`src/rtl/module_sumador_segmentado.sv`:
```
// module_sumador_segmentado: pipelined adder/subtractor with one carry segment per stage
// and valid/ready flow control; the whole pipeline stalls while the output is held.
module module_sumador_segmentado #(
  parameter int ANCHO  = 8,
  parameter int ETAPAS = 2
) (
  input  logic             clk_i,
  input  logic             rst_n_i,
  input  logic             valid_i,
  output logic             listo_o,
  input  logic [ANCHO-1:0] A,
  input  logic [ANCHO-1:0] B,
  input  logic             resta_i,
  output logic [ANCHO-1:0] S,
  output logic             cout_o,
  output logic             desborde_o,
  output logic             valid_o,
  input  logic             listo_i
);
  localparam int E = (ETAPAS < 1) ? 1 : ETAPAS;
  localparam int W = ANCHO / E;
  if (ETAPAS < 1 || ANCHO % E != 0) begin : g_chk
    $error("ANCHO must be a multiple of ETAPAS and ETAPAS >= 1");
  end
  logic [ANCHO-1:0] a_q [E], b_q [E], s_q [E], a_d [E], b_d [E], s_d [E], s_e [E];
  logic             v_q [E], c_q [E], r_q [E], v_d [E], c_d [E], r_d [E], c_e [E];
  logic [W:0]       t [E];
  logic             o_q, o_d, avance;
  assign avance  = !valid_o || listo_i;
  assign listo_o = avance;
  // a/b travel whole; stage k consumes slice k and merges its result into the partial sum
  always_comb begin
    a_d[0] = A;
    b_d[0] = resta_i ? ~B : B;
    s_e[0] = '0;
    c_e[0] = resta_i;
    r_d[0] = resta_i;
    v_d[0] = valid_i;
    for (int k = 1; k < E; k++) begin
      a_d[k] = a_q[k-1];
      b_d[k] = b_q[k-1];
      s_e[k] = s_q[k-1];
      c_e[k] = c_q[k-1];
      r_d[k] = r_q[k-1];
      v_d[k] = v_q[k-1];
    end
    for (int k = 0; k < E; k++) begin
      t[k] = {1'b0, a_d[k][k*W +: W]} + {1'b0, b_d[k][k*W +: W]} + {{W{1'b0}}, c_e[k]};
      s_d[k] = s_e[k];
      s_d[k][k*W +: W] = t[k][W-1:0];
      c_d[k] = t[k][W];
    end
    o_d = (a_d[E-1][ANCHO-1] == b_d[E-1][ANCHO-1]) && (s_d[E-1][ANCHO-1] != a_d[E-1][ANCHO-1]);
  end
  always_ff @(posedge clk_i or negedge rst_n_i) begin
    if (!rst_n_i) begin
      for (int k = 0; k < E; k++) begin
        a_q[k] <= '0;
        b_q[k] <= '0;
        s_q[k] <= '0;
        c_q[k] <= 1'b0;
        r_q[k] <= 1'b0;
        v_q[k] <= 1'b0;
      end
      o_q <= 1'b0;
    end else if (avance) begin
      for (int k = 0; k < E; k++) begin
        a_q[k] <= a_d[k];
        b_q[k] <= b_d[k];
        s_q[k] <= s_d[k];
        c_q[k] <= c_d[k];
        r_q[k] <= r_d[k];
        v_q[k] <= v_d[k];
      end
      o_q <= o_d;
    end
  end
  assign S          = s_q[E-1];
  assign cout_o     = c_q[E-1];
  assign valid_o    = v_q[E-1];
  assign desborde_o = o_q;
endmodule

```
`config.mk`:
```
export PLATFORM = sky130hd
export DESIGN_NAME = module_sumador_segmentado
export DESIGN_NICKNAME = d
export VERILOG_FILES = /design/src/rtl/module_sumador_segmentado.sv
export SDC_FILE = /design/constraint.sdc
export NUM_CORES = 1
export LEC_CHECK = 0
export ABC_AREA = 1
export BUFFER_PORTS_ARGS = -buffer_cell sky130_fd_sc_hd__buf_2
export CORE_MARGIN = 1.5
export CORE_UTILIZATION = 50
export CTS_CLUSTER_SIZE = 14
export DETAILED_ROUTE_END_ITERATION = 6
export PLACE_DENSITY = 0.76
export SYNTH_ARGS = -nofsm -noshare
export SYNTH_HDL_FRONTEND = slang
export SYNTH_SLANG_ARGS = --single-unit
export TNS_END_PERCENT = 100
```
`constraint.sdc`:
```
create_clock -name clk_i -period 4.55 [get_ports clk_i]
set_input_delay 0.91 -clock clk_i [delete_from_list [all_inputs] [get_ports clk_i]]
set_output_delay 0.91 -clock clk_i [all_outputs]
set_load 0.05 [all_outputs]
```
-- Yosys cells after proc, flatten, opt, wreduce, memory -nomap -nowiden
Index checks and enable logic that the tools add are counted.
- flip-flop bits (word level): 33
- bits of input ports: 21
- output and inout port bits: 12
- add/sub/neg operators: 4
- equality and inequality tests: 2
- mux-type cells: 1
- bitwise gates (word level): 1
- reductions and logical operators: 3
- operators by type and width (cell ; count):
    $add A4 B4 Y5 ; 2
    $add A5 B1 Y5 ; 2
    $mux W8 ; 1
    $not A8 Y8 ; 1
    $eq A1 B1 Y1 ; 1
    $logic_and A1 B1 Y1 ; 1
    $logic_not A1 Y1 ; 1
    $logic_or A1 B1 Y1 ; 1
    $ne A1 B1 Y1 ; 1

-- Depth between registers and ports, before layout
Gate-level depths: netlist of run 1.
- depth in word-level cells: 4
- gate-level depth with buffers: 10

-- Least setup slack after synthesis of run 1
No wires, ideal clock.
- kind: input to output
- from: in listo_i
- to: out listo_o
- arrival: 1.339 ns
- slack: 2.301 ns
- stages on the path: 3
- cell sequence: nor2_2 > inv_2 > buf_2
- word-level cells in the longest chain between the ends: 1
- RTL lines (element ; line ; source):
    start, declared ; 18 ; input logic listo_i
    $logic_or A1 B1 Y1 ; 29 ; assign avance = !valid_o || listo_i;
    end, declared ; 10 ; output logic listo_o,
No other way between the ends.

-- Worst setup path in the final report of run 1
Ends and elaborated chain as after synthesis.

==> results by group, run 1 <==
CTS
  • Worst-path clk slew: 0.13 ns
  • Clk_lat worst skew: about 0.31 ns
  • Setup Fix Bufs, Post-CTS: 0
  • Clock root cell: clkbuf_4
  • CTS Hold Bufs: 0
  • Clock Tree Buf Depth: 2
  • CTS sink count: 25
  • PostCTS Resize Cnt: 0
  • H-tree depth: 1
  • CTS tree: done
  • Clock buffer count from CTS: 3

Floorplanning
  • Ports: 33
  • Die H: around 54 microns
  • Die width: around 54 microns
  • Row count: 18
  • Die area: 2960 sq um
  • Core ar.: between 2000 and 2500 sq um
  • Starting Density: a little over half

Critical path
  • Worst reg-to-reg path cell count: 4
  • Arrival @ worst endpoint: ~1.9 ns
  • Max stage delay on crit path: ~0.29 ns
  • Crit path depth: 5
  • Critical Path RT: between 3 and 4 ns
  • Reg2Reg Capture Point: S[5]
  • CP Capture Type: output port
  • Setup slack, reg-to-reg: between 2 and 3 ns
  • RR Startpoint: a_d[4]
  • Worst path cell trace: buf_2 > nor2_2 > buf_4 > inv_2 > buf_2
  • Most frequent CP cell: buf_2
  • CP endpoint: listo_o
  • Crit path buf inv count: 4
  • Critical path's top delay family: buffers and inverters
  • Worst Setup SP: listo_i
  • CP Launch Type: input pin
  • CP max FO: 29
  • Critical path class: in -> out
  • Slowest-stage cell, CP: buf_4

GRT
  • Largest net degree at the start of global routing: 30
  • GRT Util Overall: between 10% and 20%
  • Number of global-route vias before repair: ~980
  • Initial antenna violation count: 0
  • Overflow after GRT: 0
  • Global-route wire length before repair: 3930 microns

Route
  • Vias per cell: around 4.8
  • Final antenna-violating net count: 0
  • Initial DRC Count: 7
  • Pre-antenna DRT Iters: 4
  • Total routed wirelength: about 2300 microns
  • Drt drc: 0
  • Wire per inst: between 10 and 15 microns
  • Vias: 998

Logic synthesis
  • Cell taking the most area after synthesis: dfrtp_1
  • Register area share after synthesis: between 40% and 50%
  • Mean post-synth cell area: about 9.1 sq um
  • Syn Inst Count: about 150
  • Top post-synthesis cells by area: dfrtp_1 (47%), nand2_1 (13%), ha_1 (5.7%)
  • Register bit total from synthesis: 25
  • Synth Cell Area: approximately 1300 sq um
  • Yosys warns: 0
  • Synth top area share: between 40% and 50%
  • Synth unique cells: 22
  • Post-Syn Nets: roughly 180

Timing
  • Fmax: between 0.3 and 0.4 GHz
  • Fin Setup TNS: 0 ns
  • Hold slack: a little under 0.5 ns
  • Slew margin rel.: between 60% and 70%
  • Clk_skew: approximately 0.0018 ns
  • Max Slew Vio Count: 0
  • RSZ-0062 raised after global routing: no
  • Setup-failing EPs final: 0
  • Worst-margin pin slew: roughly 0.54 ns
  • Final worst-path cycle share: between 60 and 70%
  • Final hold viol count: 0
  • Crit path time final: between 2 and 3 ns

Final layout
  • Fillers: 225
  • Nets: approximately 210
  • Ant diodes: 0
  • Area growth syn-to-layout: 12.9%
  • Share of cells above drive strength 1: about a quarter

Pwr
  • P per Cell Area: just under 500 nW/um^2
  • Sw Pwr: roughly 320 uW
  • Pwr Total: about 730 uW
  • Sw Ratio: about 45%
  • Clock Power Share: about 14%
  • Logic pwr share: between 40% and 50%
  • Worst vdd ir: approximately 0.00027 V
  • Int Pwr: approximately 400 uW
  • Leak Pwr: 0.000797 uW
  • Part of the power in registers: 42.2%

Placement
  • Number of port buffers: 32
  • Final Wtd Congestion: 0.736
  • Post-detail-place hpwl: ~1700 microns

Run
  • Maximum capacitance violations: 0

Outcome
  • Outcome: finished, final reports clean

Worst hold path
  • Min-Delay Path Class: reg -> reg
## layout make-up
| cell class | instances | area [sq um] | area share (%) |
|---|---|---|---|
| multi-input cells | 98 | 574 | 38.5 |
| clock buffers | 4 | 26.3 | 1.76 |
| repair buffers | 33 | 168 | 11.2 |
| inverters | 16 | 60.1 | 4.03 |
| flip-flops and latches | 25 | 626 | 41.9 |
| well taps | 30 | 37.5 | 2.52 |
## synthesized netlist by cell type
master and instances:
nand4_1 1, nand3_1 4, inv_2 1, inv_1 15
a21oi_1 3, o22ai_1 1, xor2_1 4, fa_1 3
ha_1 6, nand2_2 2, o211ai_1 1, a31oi_1 1
nand2_1 45, nor2_1 4, o21ai_2 3, dfrtp_1 25
buf_2 1, nor2_2 1, o21ai_0 12, o21ai_1 2
buf_6 5, xnor2_1 5
## flip-flops by register name, summed over array words and instances, names as in the netlist
register	flops
S	8
a_d	4
b_d	4
c_e	1
cout_o	1
desborde_o	1
s_d	4
v_d	1
valid_o	1
## worst min-delay path: cells and delay by family, from the launching register on
kind	cells	cell delay, ns
flip-flops	1	0.36
AND/OR/NAND/NOR	2	0.10
## per-stage QoR
step,cell area (sq um),std cells,setup slack (ns),utilization (%)
finish,1490,206,1.75,59.7
global route,1490,206,1.64,59.7
detailed placement,1470,202,1.76,58.6
CTS,1490,206,1.76,59.7
floorplan,1320,145,2.30,-
global placement,1470,202,1.78,58.6
## metal layers
layer | vias to the layer above | part of all wire (%) | routed length (microns) | global-route usage, %
met5 | - | 0 | 0 | 0
met4 | 0 | 1.8 | 42 | 8.75
met3 | 4 | 2.6 | 60 | 2.46
met2 | 21 | 52 | 1180 | 34.3
met1 | 456 | 44 | 998 | 21.2
li1 | 517 | - | - | -
## power groups by stage
| stage | clock network [uW] | logic, uW | registers (uW) |
|---|---|---|---|
| 3_5_place_dp | 0 | 324 | 313 |
| 3_3_place_gp | 0 | 317 | 311 |
| 2_1_floorplan | 0 | 132 | 433 |
| 4_1_cts | 102 | 324 | 308 |
| 5_1_grt | 112 | 356 | 314 |
| 6_report | 98.6 | 321 | 307 |
## kinds of logic after synthesis
| group | Yosys count | synth area share, % |
|---|---|---|
| XOR/XNOR | 9 | 5.97 |
| AO/OA/AOI/OAI | 23 | 9.94 |
| buffers and inverters | 22 | 9.18 |
| adder cells (fa/ha/maj) | 9 | 10.2 |
| flip-flops | 25 | 47.3 |
| AND/OR/NAND/NOR | 57 | 17.3 |
## how the worst min path moves through the flow
stage,startpoint,end,slack [ns],cells after the start
6_report,S[0],S[0],0.48,2
2_1_floorplan,v_d[0],valid_o,0.42,2
3_3_place_gp,v_d[0],valid_o,0.43,2
4_1_cts,S[0],S[0],0.49,2
5_1_grt,desborde_o,desborde_o,0.53,2
3_5_place_dp,S[0],S[0],0.46,2
## cell usage in the layout (no fill, tap or decap)
| cell type | n |
|---|---|
| nand2_2 | 2 |
| nand4_1 | 1 |
| nand2_1 | 45 |
| o211ai_1 | 1 |
| ha_1 | 6 |
| o21ai_0 | 12 |
| o22ai_1 | 1 |
| nor2_2 | 1 |
| clkbuf_1 | 1 |
| xnor2_1 | 5 |
| inv_1 | 15 |
| o21ai_1 | 2 |
| o21ai_2 | 3 |
| clkbuf_4 | 3 |
| xor2_1 | 4 |
| a31oi_1 | 1 |
| a21oi_1 | 3 |
| dfrtp_1 | 25 |
| nor2_1 | 4 |
| inv_2 | 1 |
| buf_4 | 1 |
| buf_2 | 32 |
| fa_1 | 3 |
| nand3_1 | 4 |
(Power assumes the default switching activity.)
==> run 2: changes to the inputs <==
ABC_AREA = 0   (was 1)
CORE_UTILIZATION = 46   (was 50)
PLACE_DENSITY = 0.74   (was 0.76)
clock period = 2.4 ns   (was 4.55 ns; I/O delays follow)
==> results by group, run 2 <==
Logic synthesis
  • Synth top cells by count: nand2_1 (39), dfrtp_1 (25), o21ai_0 (8)
  • Syn Inst Count: 132 (-9.0%)
  • Synth top area share: 48.7% (+1.4 points)
  • Number of synthesized flops with an enable pin: 0 (unchanged)
  • Top post-synthesis cells by area: dfrtp_1 (49%), nand2_1 (11%), ha_1 (5.8%)
  • Register bit total from synthesis: 25 (unchanged)
  • Mean post-synth cell area: 9.73 sq um (+6.7%)
  • Synth unique cells: 28 (+27%)
  • Register area share after synthesis: 48.7% (+1.4 points)
  • Synth Flop Type: dfrtp_1
  • Post-Syn Nets: 162 (-7.4%)
  • Synth Cell Area: 1280 sq um (-2.8%)
  • Yosys warns: 0 (unchanged)
  • Asr flop ratio synth: 100% (unchanged)
  • Dominant cell by count in the synthesized netlist: nand2_1
  • Cell taking the most area after synthesis: dfrtp_1

Placement
  • Post-detail-place hpwl: 1910 microns (+12%)
  • Number of port buffers: 32 (unchanged)
  • Final Wtd Congestion: 0.768 (+4.3%)

GRT
  • Initial antenna violation count: 0 (unchanged)
  • Overflow after GRT: 0 (unchanged)
  • Number of global-route vias before repair: 1,074 (+9.8%)
  • Global-route wire length before repair: 4460 microns (+14%)
  • Largest net degree at the start of global routing: 27 (-10%)
  • GRT Util Overall: 17.6% (-1.1 points)

Critical path
  • CP Capture Type: flop
  • CP max FO: 8 (-72%)
  • Arrival @ worst endpoint: 1.98 ns (+0.09 ns)
  • CP Launch Type: input pin
  • Critical Path RT: 2.61 ns (-1.03 ns)
  • Critical path class: in -> reg

CTS
  • PostCTS Resize Cnt: 0 (unchanged)
  • CTS tree: done
  • CTS Hold Bufs: 0 (unchanged)
  • Clock Tree Buf Depth: 2 (unchanged)
  • Clock buffer count from CTS: 3 (unchanged)
  • CTS sink count: 25 (unchanged)
  • Worst-path clk slew: 0.13 ns (about the same)
  • Setup Fix Bufs, Post-CTS: 0 (unchanged)
  • Clk_lat worst skew: 0.31 ns (about the same)
  • H-tree depth: 1 (unchanged)
  • Clock root cell: clkbuf_4

Route
  • Total routed wirelength: 2500 microns (+9.7%)
  • Vias: 987 (-1.1%)
  • Pre-antenna DRT Iters: 4 (unchanged)
  • Initial DRC Count: 22 (+15)
  • Final antenna-violating net count: 0 (unchanged)
  • Drt drc: 0 (unchanged)
  • Wire per inst: 12.9 microns (+17%)
  • Vias per cell: 5.09 (+5.0%)

Final layout
  • Share of cells above drive strength 1: 23.2% (-1.3 points)
  • Area growth syn-to-layout: 16.0%
  • Fillers: 255 (+13%)
  • Max reg flops: 8 (unchanged)
  • Nets: 195 (-5.8%)
  • Ant diodes: 0 (unchanged)
  • Commonest non-fill, non-tap cell in the layout: nand2_1
  • Commonest cells after routing, fill and taps aside: nand2_1 (39), buf_2 (32), dfrtp_1 (25), o21ai_0 (8)

Timing
  • Worst-margin pin slew: 0.563 ns (+0.0206 ns)
  • Fin Setup TNS: 0 ns (unchanged)
  • Clk_skew: 0.00225 ns (+0.000480 ns)
  • Hold slack: 0.139 ns (-0.343 ns)
  • Final hold viol count: 0 (unchanged)
  • Max Slew Vio Count: 0 (unchanged)
  • Final worst-path cycle share: between 70 and 80%
  • RSZ-0062 raised after global routing: no
  • Crit path time final: between 1.5 and 2 ns
  • Fmax: between 0.5 and 0.6 GHz
  • Setup-failing EPs final: 0 (unchanged)
  • Slew margin rel.: 62.5% (-1.4 points)

Floorplanning
  • Die width: 55.8 microns (+2.6%)
  • Row count: 18 (unchanged)
  • Die H: 55.8 microns (+2.6%)
  • Core ar.: 2570 sq um (+2.7%)
  • Ports: 33 (unchanged)
  • Starting Density: 50.0% (-2.9 points)
  • Die area: 3120 sq um (+5.3%)

Worst hold path
  • Min-Delay Path Class: in -> async

Pwr
  • Leak Pwr: 0.000760 uW (-4.5%)
  • Worst vdd ir: 0.000608 V (+120%)
  • P per Cell Area: 931 nW/um^2 (+91%)

Run
  • Maximum capacitance violations: 0 (unchanged)

Outcome
  • Outcome: finished, final reports clean
==> run 2: worst max-delay path, stage by stage <==
cell	delay (ns)
buf_2	0.21
xor2_1	0.27
ha_1	0.28
and2_1	0.16
a2111o_1	0.41
and3_1	0.15
==> run 2: area by class of cell <==
class | count | area (sq um) | area share, %
sequential | 25 | 626 | 42.0
multi-input combinational | 97 | 609 | 40.9
timing repair buffer | 34 | 175 | 11.8
tap | 30 | 37.5 | 2.52
clock buffer | 4 | 26.3 | 1.76
inverter | 4 | 15.0 | 1.01
==> run 2: where the power goes <==
part	internal, uW	leakage [uW]	switching (uW)
clock	64.9	0.0000150	118
sequential	528	0.000297	57.9
combinational	182	0.000448	436
total	775	0.000760	611
==> run 2: final timing paths <==
path,startpoint,slack (ns),endpoint,cells after the start
hold / removal,rst_n_i,0.14,S[1],1
hold reg to reg,v_d[0],0.48,v_d[0],2
min in group clk_i,A[7],0.35,a_d[7],3
setup / recovery,resta_i,0.64,s_d[3],6
max in group asynchronous,rst_n_i,1.89,b_d[7],1
setup reg to reg,a_d[4],0.82,S[5],4
==> run 2: through the flow <==
| step | total power [uW] | util (%) | std cells | cell area, sq um | worst slack [ns] |
|---|---|---|---|---|---|
| floorplan | 1060 | - | 132 | 1280 | 0.523 |
| global placement | 1200 | 57.0 | 190 | 1460 | 0.413 |
| detailed placement | 1220 | 57.0 | 190 | 1460 | 0.300 |
| CTS | 1400 | 58.0 | 194 | 1490 | 0.642 |
| global route | 1480 | 58.0 | 194 | 1490 | 0.581 |
| finish | 1390 | 58.0 | 194 | 1490 | 0.636 |
==> run 2: cell families (layout without fill, tap and decap cells) <==
family	after synthesis	after routing	synth area share [%]
and+or+nand+nor	52	52	16.8
AOI/OAI and AO/OA	25	25	12.2
DFF	25	25	48.7
xor gates and xnor gates	10	10	6.82
buffers and inverters	10	42	3.80
adders and majority gates	9	9	10.5
muxes	1	1	1.17
==> run 2: metal layers <==
metal	routed length [microns]	global-route usage [%]	part of all wire, %	up-vias
met5	0	0	0	-
met3	113	3.02	4.5	4
met4	25	4.42	1.0	0
li1	-	-	-	496
met2	1310	33.8	53	25
met1	1050	19.9	42	462
==> run 3: changes to the inputs <==
ABC_AREA = 1   (was 0)
CORE_UTILIZATION = 47   (was 46)
PLACE_DENSITY = 0.75   (was 0.74)
clock period = 1.46 ns   (was 2.4 ns; I/O delays follow)
==> results by group, run 3 (synthesis results as in run 1) <==
Outcome
  • Outcome: finished with violations
  • Failing checks: setup timing

CTS
  • Setup Fix Bufs, Post-CTS: 0 (unchanged)
  • H-tree depth: 1 (unchanged)
  • Clock Tree Buf Depth: 2 (unchanged)
  • CTS tree: done
  • Clock buffer count from CTS: 3 (unchanged)
  • CTS sink count: 25 (unchanged)
  • Clock root cell: clkbuf_4
  • Clk_lat worst skew: 0.30 ns (about the same)
  • Worst-path clk slew: 0.13 ns (about the same)

GRT
  • Initial antenna violation count: 0 (unchanged)
  • GRT Util Overall: 18.3% (+0.76 points)
  • Busiest grt layer: met2
  • Met1 Resource Use GR: 21.8% (+1.9 points)
  • Grt met2 use: 33.8% (-0.062 points)
  • Global-route wire length before repair: 4540 microns (+1.7%)
  • Largest net degree at the start of global routing: 29 (+7.4%)
  • Number of global-route vias before repair: 1,095 (+2.0%)
  • Met3 Use GR: 3.72% (+0.70 points)
  • Overflow after GRT: 0 (unchanged)

Critical path
  • Critical path class: reg -> reg
  • CP Launch Type: flop
  • CP max FO: 2 (-6)
  • Arrival @ worst endpoint: 1.73 ns (-0.25 ns)
  • CP Capture Type: flop
  • Critical Path RT: 1.71 ns (-0.90 ns)

Route
  • Drt drc: 0 (unchanged)
  • Total routed wirelength: 2490 microns (-0.44%)
  • Vias: 1,037 (+5.1%)
  • Vias per cell: 4.91 (-3.4%)
  • Pre-antenna DRT Iters: 4 (unchanged)
  • Wire per inst: 11.8 microns (-8.5%)
  • Initial DRC Count: 8 (-64%)
  • Final antenna-violating net count: 0 (unchanged)

Timing
  • Fmax: 0.674 GHz
  • Slew margin rel.: 64.4% (+2.0 points)
  • Final worst slack: -0.0247 ns (-0.661 ns)
  • Fin Setup TNS: -0.0367 ns (-0.0367 ns)
  • Worst-margin pin slew: 0.534 ns (-0.0293 ns)
  • RSZ-0062 raised after global routing: yes
  • Crit path time final: ~1.5 ns
  • Final worst-path cycle share: 102%
  • Clk_skew: 0.00246 ns (+0.000209 ns)
  • Max Slew Vio Count: 0 (unchanged)
  • Final hold viol count: 0 (unchanged)
  • Setup-failing EPs final: 2 (+2)

Final layout
  • Commonest non-fill, non-tap cell in the layout: nand2_1
  • Area growth syn-to-layout: 16.3%
  • Ant diodes: 0 (unchanged)
  • Share of cells above drive strength 1: 26.7% (+3.5 points)
  • Nets: 211 (+8.2%)
  • Max reg flops: 8 (unchanged)
  • Commonest cells after routing, fill and taps aside: nand2_1 (45), buf_2 (31), dfrtp_1 (25), inv_1 (14), o21ai_0 (11)

Placement
  • Post-detail-place hpwl: 1990 microns (+4.4%)
  • Number of port buffers: 32 (unchanged)
  • Dpl ws: -0.0688 ns (-0.369 ns)
  • Final Wtd Congestion: 0.778 (+1.4%)

Floorplanning
  • Die area: 3140 sq um (+0.70%)
  • Ports: 33 (unchanged)
  • Die H: 56.0 microns (+0.35%)
  • Row count: 19 (+1)
  • Die width: 56.0 microns (+0.35%)
  • Starting Density: 48.8% (-1.2 points)
  • Core ar.: 2710 sq um (+5.6%)

Worst hold path
  • Min-Delay Path Class: in -> reg

Pwr
  • P per Cell Area: 1490 nW/um^2 (+61%)
  • Leak Pwr: 0.000817 uW (+7.4%)
  • Worst vdd ir: 0.00127 V (+110%)

Run
  • Maximum capacitance violations: 0 (unchanged)
run 3: cell type report:
type | count | area, sq um
fill | 276 | 1170
sequential | 25 | 626
multi-input combinational | 98 | 577
timing repair buffer | 37 | 206
inverter | 16 | 62.6
tap | 31 | 38.8
clock buffer | 4 | 26.3
run 3: critical path, stage by stage, from the launching register on:
cell	delay, ns
dfrtp_1	0.43
fa_2	0.40
inv_2	0.06
fa_1	0.41
o21ai_2	0.12
run 3: final timing paths:
path                          from  slack, ns  depth (start not counted)  endpoint
min in group asynchronous  rst_n_i       0.49                          2      S[7]
max reg2reg                 a_d[4]      -0.02                          4      S[5]
max in group asynchronous  rst_n_i       0.62                          2      S[0]
min reg2reg                 v_d[0]       0.46                          2   valid_o
min                           A[6]       0.18                          3    a_d[6]
max                         a_d[4]      -0.02                          4      S[5]
run 3: power by group:
group          total (uW)  switching (uW)  internal [uW]
registers             965            98.3            867
logic                1030             737            298
clock network         298             191            106
total                2300            1030           1270
run 3: what timing repair did:
| action | CTS | global route |
|---|---|---|
| resized for setup | 4 | 1 |
| pin swaps | 3 | 3 |
| hold endpoints to repair | 25 | 0 |
| endpoints found under the setup margin | 4 | 5 |
| hold buffers | 1 | 0 |
run 3: per-layer routing:
metal	part of all wire [%]	routed length, microns
met1	42	1050
met2	53	1330
met3	4.0	100
met4	0.60	15
met5	0	0
run 3: metrics by stage:
| stage | power (uW) | cell area (sq um) | utilization [%] | hold slack [ns] | cells |
|---|---|---|---|---|---|
| floorplan | 1760 | 1320 | - | -0.00359 | 145 |
| global placement | 1970 | 1490 | 55.0 | 0.301 | 206 |
| detailed placement | 2020 | 1490 | 55.0 | 0.311 | 206 |
| CTS | 2330 | 1530 | 56.6 | 0.165 | 211 |
| global route | 2470 | 1540 | 56.7 | 0.164 | 211 |
| finish | 2300 | 1540 | 56.7 | 0.176 | 211 |
